--- config.mk ---
export PLATFORM = sky130hd
export DESIGN_NAME = fetch_prefetch_queue
export DESIGN_NICKNAME = d
export VERILOG_FILES = /design/src/rtl/fetch_prefetch_queue.sv
export SDC_FILE = /design/constraint.sdc
export NUM_CORES = 1
export LEC_CHECK = 0
export BUFFER_PORTS_ARGS = -buffer_cell sky130_fd_sc_hd__buf_2
export CORE_MARGIN = 2
export CORE_UTILIZATION = 58
export CTS_BUF_LIST = sky130_fd_sc_hd__clkbuf_4 sky130_fd_sc_hd__clkbuf_8 sky130_fd_sc_hd__clkbuf_16
export DETAILED_ROUTE_END_ITERATION = 10
export PLACE_DENSITY = 0.88
export SYNTH_ARGS = -nofsm -noshare
export SYNTH_HDL_FRONTEND = slang
export SYNTH_SLANG_ARGS = --single-unit
--- constraint.sdc ---
create_clock -name clk1 -period 4.15 [get_ports clk1]
set_clock_uncertainty 0.15 [all_clocks]
set_input_delay 0.2075 -clock clk1 [delete_from_list [all_inputs] [get_ports clk1]]
set_output_delay 0.2075 -clock clk1 [all_outputs]
set_load 0.05 [all_outputs]
--- src/rtl/fetch_prefetch_queue.sv ---
// Sequential instruction fetch with a req/ack memory port and a prefetch FIFO.
// Redirects flush the queue and drop any response still in flight.
module fetch_prefetch_queue #(
    parameter int                ADDR_W   = 32,
    parameter int                DATA_W   = 32,
    parameter int                DEPTH    = 4,
    parameter int                PC_STEP  = 4,
    parameter logic [ADDR_W-1:0] RESET_PC = '0
) (
    input  logic                     clk1,
    input  logic                     rst_n,
    output logic                     mem_req,
    output logic [ADDR_W-1:0]        mem_address,
    input  logic                     mem_ack,
    input  logic [DATA_W-1:0]        mem_read,
    output logic                     out_valid,
    output logic [DATA_W-1:0]        out_instruction,
    output logic [ADDR_W-1:0]        out_pc,
    input  logic                     out_ready,
    input  logic                     br_valid,
    input  logic [ADDR_W-1:0]        br_target,
    output logic [$clog2(DEPTH):0]   q_count
);

    localparam int PW = $clog2(DEPTH);
    localparam int CW = PW + 1;

    typedef enum logic [1:0] {
        ISSUE,
        WAIT,
        DISCARD
    } state_t;

    state_t            state;
    state_t            state_n;
    logic [ADDR_W-1:0] fetch_pc;
    logic [ADDR_W-1:0] fetch_pc_n;
    logic [ADDR_W-1:0] addr_n;
    logic              req_n;

    logic [ADDR_W-1:0] pc_q  [DEPTH];
    logic [DATA_W-1:0] ins_q [DEPTH];
    logic [PW-1:0]     wr_ptr;
    logic [PW-1:0]     rd_ptr;
    logic [CW-1:0]     count_n;

    logic pop;
    logic push;
    logic space;

    assign pop     = out_valid & out_ready & ~br_valid;
    assign push    = (state == WAIT) & mem_ack & ~br_valid;
    assign count_n = q_count - CW'(pop) + CW'(push);
    assign space   = count_n < CW'(DEPTH);

    assign out_instruction = ins_q[rd_ptr];
    assign out_pc          = pc_q[rd_ptr];

    always_comb begin
        state_n    = state;
        fetch_pc_n = fetch_pc;
        req_n      = mem_req;
        addr_n     = mem_address;
        if (br_valid)
            fetch_pc_n = br_target;
        unique case (state)
            ISSUE: begin
                if (br_valid || space) begin
                    req_n   = 1'b1;
                    addr_n  = fetch_pc_n;
                    state_n = WAIT;
                end
            end
            WAIT: begin
                if (br_valid) begin
                    if (mem_ack)
                        addr_n = br_target;
                    else
                        state_n = DISCARD;
                end else if (mem_ack) begin
                    fetch_pc_n = fetch_pc + ADDR_W'(PC_STEP);
                    if (space) begin
                        addr_n = fetch_pc_n;
                    end else begin
                        req_n   = 1'b0;
                        state_n = ISSUE;
                    end
                end
            end
            DISCARD: begin
                // Old response is dropped; reissue the latest redirect target.
                if (mem_ack) begin
                    if (br_valid || space) begin
                        addr_n  = fetch_pc_n;
                        state_n = WAIT;
                    end else begin
                        req_n   = 1'b0;
                        state_n = ISSUE;
                    end
                end
            end
            default: begin
                req_n   = 1'b0;
                state_n = ISSUE;
            end
        endcase
    end

    always_ff @(posedge clk1 or negedge rst_n) begin
        if (!rst_n) begin
            state       <= ISSUE;
            fetch_pc    <= RESET_PC;
            mem_req     <= 1'b0;
            mem_address <= RESET_PC;
            q_count     <= '0;
            out_valid   <= 1'b0;
            wr_ptr      <= '0;
            rd_ptr      <= '0;
        end else begin
            state       <= state_n;
            fetch_pc    <= fetch_pc_n;
            mem_req     <= req_n;
            mem_address <= addr_n;
            if (br_valid) begin
                q_count   <= '0;
                out_valid <= 1'b0;
                wr_ptr    <= '0;
                rd_ptr    <= '0;
            end else begin
                q_count   <= count_n;
                out_valid <= count_n != '0;
                if (push)
                    wr_ptr <= wr_ptr + 1'b1;
                if (pop)
                    rd_ptr <= rd_ptr + 1'b1;
            end
        end
    end

    always_ff @(posedge clk1) begin
        if (push) begin
            pc_q[wr_ptr]  <= fetch_pc;
            ins_q[wr_ptr] <= mem_read;
        end
    end

endmodule

==> metrics.csv, run 1 <==
stage,metric,value,unit
worst_setup_path,worst-setup-path-type,in2reg,
floorplanning,dieHeight,157.9,um
hold_path,hp-class,in2async,
worst_setup_path,cpMaxStageDelayCell,nor2_1,
global_routing,grt_first_pass_wirelength,47980,um
clock_network,tritoncts,built,
worst_setup_path,cp.required,4330,ps
floorplanning,dieWidth,157.9,um
sta,setup_violations,0,
final_layout,multi_input_area,3915,sq um
sta,hold_viol_final,0,
route,drt_pass1_iterations,6,
worst_setup_path,end_kind,flop,
sta,period_minus_slack,3818,ps
floorplanning,io_pins,170,
job,drv_cap,0,
synthesis,ys_warn_count,0,
worst_setup_path,crit_chain,dlygate4sd3_1 > buf_2 > inv_1 > nor3_2 > inv_2 > ha_1 > inv_1 > ha_1 > inv_1 > fa_1 > xnor3_1 > nor2_1 > or2_2 > nor2_1 > a21oi_1,
worst_setup_path,path_common_cell,inv_1,
final_layout,n_fill_cell,1435,
worst_setup_path,cp-startpoint,mem_ack,
route,vias,8503,
worst_setup_path,arrival,4000,ps
final_layout,final_cell_mix,"256 x edfxtp_1, 168 x buf_2, 73 x dfrtp_1, 68 x dlygate4sd3_1, 64 x mux4_2",
floorplanning,initial_core_util,0.5887,
worst_setup_path,reg2reg_from,state[1],
final_layout,layout.area.seq,9569,sq um
floorplanning,coreArea,23330,sq um
outcome,run_status,"complete, no violations",
placement,port_buffers,169,
sta,tightest_slew,988.5,ps
sta,maxSlewViolCount,0,
final_layout,drive_above_1_share,0.3101,
sta,max_freq,261.9,MHz
synthesis,avgSynthCellArea,16.41,sq um
synthesis,synth_nets,914,
route,ant_nets,0,
clock_network,cts_buffers,35,
final_layout,nets,1157,
sta,grt_setup_unrepaired,no,
global_routing,gr-usage-all-layers,0.2559,
clock_network,clk_pin_slew,60,ps
pwr,p_per_area,613.1,nW/um^2
synthesis,yosysSeqAreaShare,0.6963,
synthesis,syn_area,13740,sq um
worst_setup_path,crit_fanout,15,
worst_setup_path,r2r_cells,13,
worst_setup_path,cp_slowest_stage_delay,650,ps
synthesis,synthCells,837,
placement,finalWeightedCongestion,0.8928,
global_routing,grt_overflow,0,
global_routing,antenna_found_initial,3,
final_layout,areaGrowthSynthToFinish,22.75,%
pwr,ir_worst_vdd,459.7,uV
route,viasPerCell,5.954,
sta,tns,0,ps
final_layout,final_common_cell,edfxtp_1,
synthesis,async_flop_share,0.2266,
global_routing,grt_max_degree,76,
synthesis,synth_edf_count,256,
synthesis,ys.flop_type,edfxtp_1,
worst_setup_path,setup.worst_path.end,mem_address[16],
final_layout,final_util,0.7226,
route,avgRoutedWirePerCell,22.04,um
worst_setup_path,r2r-end,mem_address[16],
clock_network,cts_sinks,331,
worst_setup_path,regToRegSetupSlack,420,ps
sta,fin_crit_sh,0.9200,
floorplanning,dieArea,24930,sq um
sta,max_slew_margin,0.3410,
worst_setup_path,cp-start-kind,input pin,
synthesis,synth-seq-cells,331,
placement,dp.final_hpwl,19460,um
route,drc,0,
clock_network,cts_root_buf,clkbuf_16,
route,drt_iter0_drc,1063,
pwr,power_leakage,6.055,nW
clock_network,ctsHtreeMaxLevel,2,
clock_network,clock_latency,520,ps
floorplanning,rows,56,
clock_network,cts_max_path_buffers,3,
clock_network,post_cts_buffers,0,
global_routing,first_global_vias,8629,
route,finalWirelength,31470,um
synthesis,ys_types,61,
==> kinds of logic after synthesis <==
group / Yosys count / synth area share
flip-flops: 331 / 0.6963
AND/OR/NAND/NOR: 211 / 0.08062
AO/OA/AOI/OAI: 93 / 0.04573
multiplexers: 88 / 0.1237
buffers and inverters: 66 / 0.01922
XOR/XNOR: 39 / 0.02587
adder cells (fa/ha/maj): 9 / 0.008562
==> flip-flops by register name (all words and copies together) (netlist names) <==
name	count
q_count	3
mem_address	32
rd_ptr	2
out_valid	1
fetch_pc	32
wr_ptr	2
mem_req	1
pc_q	128
state	2
ins_q	128
==> area by class of cell <==
class,instances,share of cell area
clock inverters,18,0.007718
diodes,3,0.0004453
inverters,14,0.003117
repair buffers,258,0.1067
multi-input cells,440,0.2322
flip-flops and latches,331,0.5676
clock buffers,45,0.05855
well taps,319,0.02367
==> Yosys cell counts (2+ instances only) <==
cell type | n | area share
a211o_1 | 2 | 0.0013
a211oi_1 | 2 | 0.0011
a21boi_0 | 4 | 0.0022
a21o_1 | 4 | 0.0022
a21oi_1 | 15 | 0.0055
a221o_1 | 2 | 0.0015
a221oi_1 | 3 | 0.0019
a22oi_1 | 2 | 0.0011
a311oi_1 | 6 | 0.0038
a31oi_1 | 6 | 0.0027
a41oi_1 | 3 | 0.0019
and2_1 | 3 | 0.0014
and3_1 | 10 | 0.0046
and4_1 | 4 | 0.0026
buf_1 | 9 | 0.0025
buf_2 | 12 | 0.0044
clkbuf_1 | 30 | 0.0082
dfrtp_1 | 75 | 0.14
edfxtp_1 | 256 | 0.56
ha_1 | 7 | 0.0064
inv_1 | 13 | 0.0036
mux2_2 | 14 | 0.011
mux2i_1 | 10 | 0.0073
mux4_2 | 64 | 0.10
nand2_1 | 48 | 0.013
nand2b_1 | 10 | 0.0046
nand3_1 | 24 | 0.0087
nand4_1 | 21 | 0.0096
nor2_1 | 47 | 0.013
nor2b_1 | 6 | 0.0027
nor3_1 | 15 | 0.0055
nor3b_1 | 5 | 0.0027
nor4_1 | 5 | 0.0023
nor4_2 | 3 | 0.0027
o211ai_1 | 3 | 0.0016
o21ai_0 | 24 | 0.0087
o21ai_1 | 2 | 0.00073
o22a_1 | 2 | 0.0013
o311ai_0 | 3 | 0.0019
o31ai_1 | 3 | 0.0016
or2_2 | 3 | 0.0014
or4_1 | 2 | 0.0011
xnor2_1 | 18 | 0.011
xor2_1 | 20 | 0.013
==> metrics by stage <==
step / hold WS (ps) / instance area [sq um] / setup WS [ps] / cells / total power [W]
2_1_floorplan: -238.1 / 13740 / 533.7 / 837 / 0.006489
3_3_place_gp: 266.2 / 15050 / 606.1 / 1294 / 0.007243
3_5_place_dp: 269.9 / 15050 / 498.0 / 1294 / 0.007322
4_1_cts: 266.4 / 16850 / 387.2 / 1425 / 0.01036
5_1_grt: 290.5 / 16860 / 132.9 / 1428 / 0.01071
6_report: 235.4 / 16860 / 331.9 / 1428 / 0.01034
==> worst min path at each step <==
stage / from / to / cells after the start
floorplan: rst_n / fetch_pc[0] / 0
global placement: rst_n / fetch_pc[20] / 1
detailed placement: rst_n / mem_address[19] / 1
CTS: rst_n / mem_address[21] / 2
global route: mem_read[1] / ins_q[2][1] / 2
finish: rst_n / mem_address[21] / 2
==> metal layers <==
layer	vias to the layer above	wire length [um]	track usage
li1	3763	-	-
met5	-	0	0
met4	0	615	0.06840
met1	4243	12690	0.3455
met3	58	2422	0.05037
met2	439	15750	0.4315
==> critical path: cells and delay by family <==
kind	cells	cell delay, ps
compound gates	1	230
xor+xnor	1	230
fa+ha+maj	3	800
buf+inv	6	1240
simple gates	4	1310
==> power breakdown <==
group          total (W)  leakage [nW]  internal [W]  switching (W)
registers        0.00434          3.20       0.00398       0.000356
logic            0.00299          2.31      0.000894        0.00210
clock network    0.00301         0.550       0.00175        0.00126
==> repair_timing <==
item,CTS,global route
endpoints found under the hold margin,268,0
hold buffers,68,0
resized for setup,0,0
(Power assumes the default switching activity.)
==> inputs of run 2 (changes only) <==
Settings changed: CELL_PAD_IN_SITES_DETAIL_PLACEMENT set to 0, CELL_PAD_IN_SITES_GLOBAL_PLACEMENT set to 2, CORE_UTILIZATION 58 to 44, CTS_BUF_LIST sky130_fd_sc_hd__clkbuf_4 sky130_fd_sc_hd__clkbuf_8 sky130_fd_sc_hd__clkbuf_16 to sky130_fd_sc_hd__clkbuf_8, PLACE_DENSITY 0.88 to 0.9.
==> run 2 against run 1 <==
Against the previous run:
- sequential share of layout area is essentially flat
- highest routed layer unchanged
- non-clock buffer count grew 13
- hold slack lost 140 ps
- critical path depth grew 1
- via count shrank 1.6%
- largest power group unchanged
- worst setup slack gained 360 ps
- die area grew 31%
- clock-buffer cell count grew 9
- global-route usage shrank 5.8 points
- sequential power is essentially flat
- clock power shrank 17%
- first-iteration DRC count shrank 46%
- largest cell class unchanged
==> metrics.csv, run 2 (same netlist as run 1, synthesis figures left out) <==
stage,metric,value,unit,change
outcome,run_status,"complete, no violations",,
floorplanning,dieArea,32650,sq um,+31%
sta,setup_violations,0,,unchanged
clock_network,clk_pin_slew,60,ps,about the same
clock_network,ctsHtreeMaxLevel,2,,unchanged
clock_network,clock_latency,570,ps,+50 ps
sta,tightest_slew,859.4,ps,-129.1 ps
final_layout,fin_area,16860,sq um,about the same
global_routing,grt_overflow,0,,unchanged
clock_network,ctsResizeCount,0,,unchanged
sta,max_slew_margin,0.4218,,+0.08077
job,drv_cap,0,,unchanged
final_layout,layout.area.seq,9569,sq um,unchanged
pwr,ir_worst_vdd,348.7,uV,-24%
worst_setup_path,end_kind,flop,,
sta,grt_setup_unrepaired,no,,
route,drt_pass1_iterations,4,,-2
sta,maxSlewViolCount,0,,unchanged
global_routing,grt_first_pass_wirelength,49870,um,+3.9%
final_layout,top_regs,"ins_q (128), pc_q (128)",,
global_routing,antenna_found_initial,0,,-3
final_layout,areaGrowthSynthToFinish,22.76,%,about the same
placement,finalWeightedCongestion,0.7999,,-10%
worst_setup_path,arrival,3760,ps,-240 ps
pwr,power_leakage,6.107,nW,+0.86%
clock_network,post_cts_buffers,0,,unchanged
clock_network,tritoncts,built,,
final_layout,multi_input_area,3915,sq um,unchanged
final_layout,final_cell_mix,"256 x edfxtp_1, 168 x buf_2, 74 x dlygate4sd3_1, 73 x dfrtp_1, 64 x mux4_2",,
final_layout,drive_above_1_share,0.3110,,+0.0009073
floorplanning,dieWidth,180.7,um,+14%
global_routing,grt_max_degree,65,,-14%
route,viasPerCell,5.410,,-9.1%
placement,port_buffers,169,,unchanged
route,drt_iter0_drc,577,,-46%
placement,dp.final_hpwl,20470,um,+5.2%
route,finalWirelength,32020,um,+1.7%
floorplanning,rows,64,,+14%
global_routing,first_global_vias,8496,,-1.5%
clock_network,cts_sinks,331,,unchanged
final_layout,n_fill_cell,2546,,+77%
route,avgRoutedWirePerCell,20.70,um,-6.1%
worst_setup_path,crit_fanout,27,,+12
clock_network,cts_buffers,52,,+49%
sta,tns,0,ps,unchanged
route,drc,0,,unchanged
worst_setup_path,regToRegSetupSlack,700,ps,+280 ps
hold_path,hp-class,in2async,,
final_layout,antenna_cells,0,,-3
clock_network,cts_root_buf,clkbuf_8,,
clock_network,cts_max_path_buffers,3,,unchanged
floorplanning,dieHeight,180.7,um,+14%
final_layout,nets,1187,,+2.6%
route,ant_nets,0,,unchanged
route,vias,8369,,-1.6%
placement,placed_area,15180,sq um,+0.82%
sta,hold_viol_final,0,,unchanged
sta,fin_crit_sh,0.8333,,-0.08673
floorplanning,coreArea,30670,sq um,+31%
worst_setup_path,cp.required,4450,ps,+120 ps
worst_setup_path,cp-start-kind,input pin,,
floorplanning,initial_core_util,0.4479,,-0.1408
final_layout,final_common_cell,edfxtp_1,,
pwr,p_per_area,583.0,nW/um^2,-4.9%
sta,max_freq,289.2,MHz,+10%
global_routing,gr-usage-all-layers,0.1982,,-0.05774
sta,period_minus_slack,3458,ps,-359.9 ps
worst_setup_path,worst-setup-path-type,in2reg,,
floorplanning,io_pins,170,,unchanged
-- run 2: stage by stage --
step | utilization | total power [W] | worst slack, ps | cells | hold slack (ps)
floorplan | - | 0.006489 | 533.7 | 837 | -238.1
global placement | 0.4949 | 0.007327 | 741.6 | 1378 | 174.5
detailed placement | 0.4949 | 0.007368 | 682.2 | 1378 | 177.5
CTS | 0.5498 | 0.009952 | 695.0 | 1547 | 82.65
global route | 0.5498 | 0.01031 | 410.4 | 1547 | 140.3
finish | 0.5498 | 0.009831 | 691.8 | 1547 | 98.17
-- run 2: routing by layer --
layer	vias up	wire length, um	GRT usage
li1	3832	-	-
met1	4229	14070	0.2733
met2	259	15430	0.3203
met3	49	1765	0.03658
met4	0	759	0.06484
met5	-	0	0
-- run 2: cell type report --
type / instances / share of cell area
Sequential cell: 331 / 0.5675
Clock buffer: 54 / 0.04408
Inverter: 14 / 0.003116
Clock inverter: 41 / 0.01187
Multi-Input combinational cell: 440 / 0.2322
Timing Repair Buffer: 271 / 0.1119
Tap cell: 396 / 0.02938
-- run 2: what timing repair did --
item                                   CTS  global route
hold buffers                            74             0
setup endpoints to repair                0             0
endpoints found under the hold margin  250             0
-- run 2: path summary, 6_finish.rpt --
check | cells after the start | from | endpoint
max | 16 | mem_ack | mem_address[11]
min | 2 | rst_n | fetch_pc[20]
max reg2reg | 14 | state[1] | mem_address[11]
min reg2reg | 2 | mem_address[3] | mem_address[3]
max in group asynchronous | 3 | rst_n | out_valid
min in group clk1 | 2 | mem_read[23] | ins_q[1][23]
-- run 2: report_power, final --
part | switching, W | total [W] | internal, W
Sequential | 0.000366 | 0.00435 | 0.00398
Combinational | 0.00208 | 0.00299 | 0.000911
Clock | 0.00122 | 0.00249 | 0.00127
Total | 0.00367 | 0.00983 | 0.00616
-- run 2: critical path, cell delays in order --
cell,delay [ps]
dlygate4sd3_1,540
buf_2,280
inv_1,150
nor3_2,220
inv_2,140
ha_1,290
inv_1,50
ha_1,130
inv_1,50
fa_1,370
xnor3_1,210
nor2_1,280
or2_2,190
buf_4,280
nor3_1,90
a211o_1,280
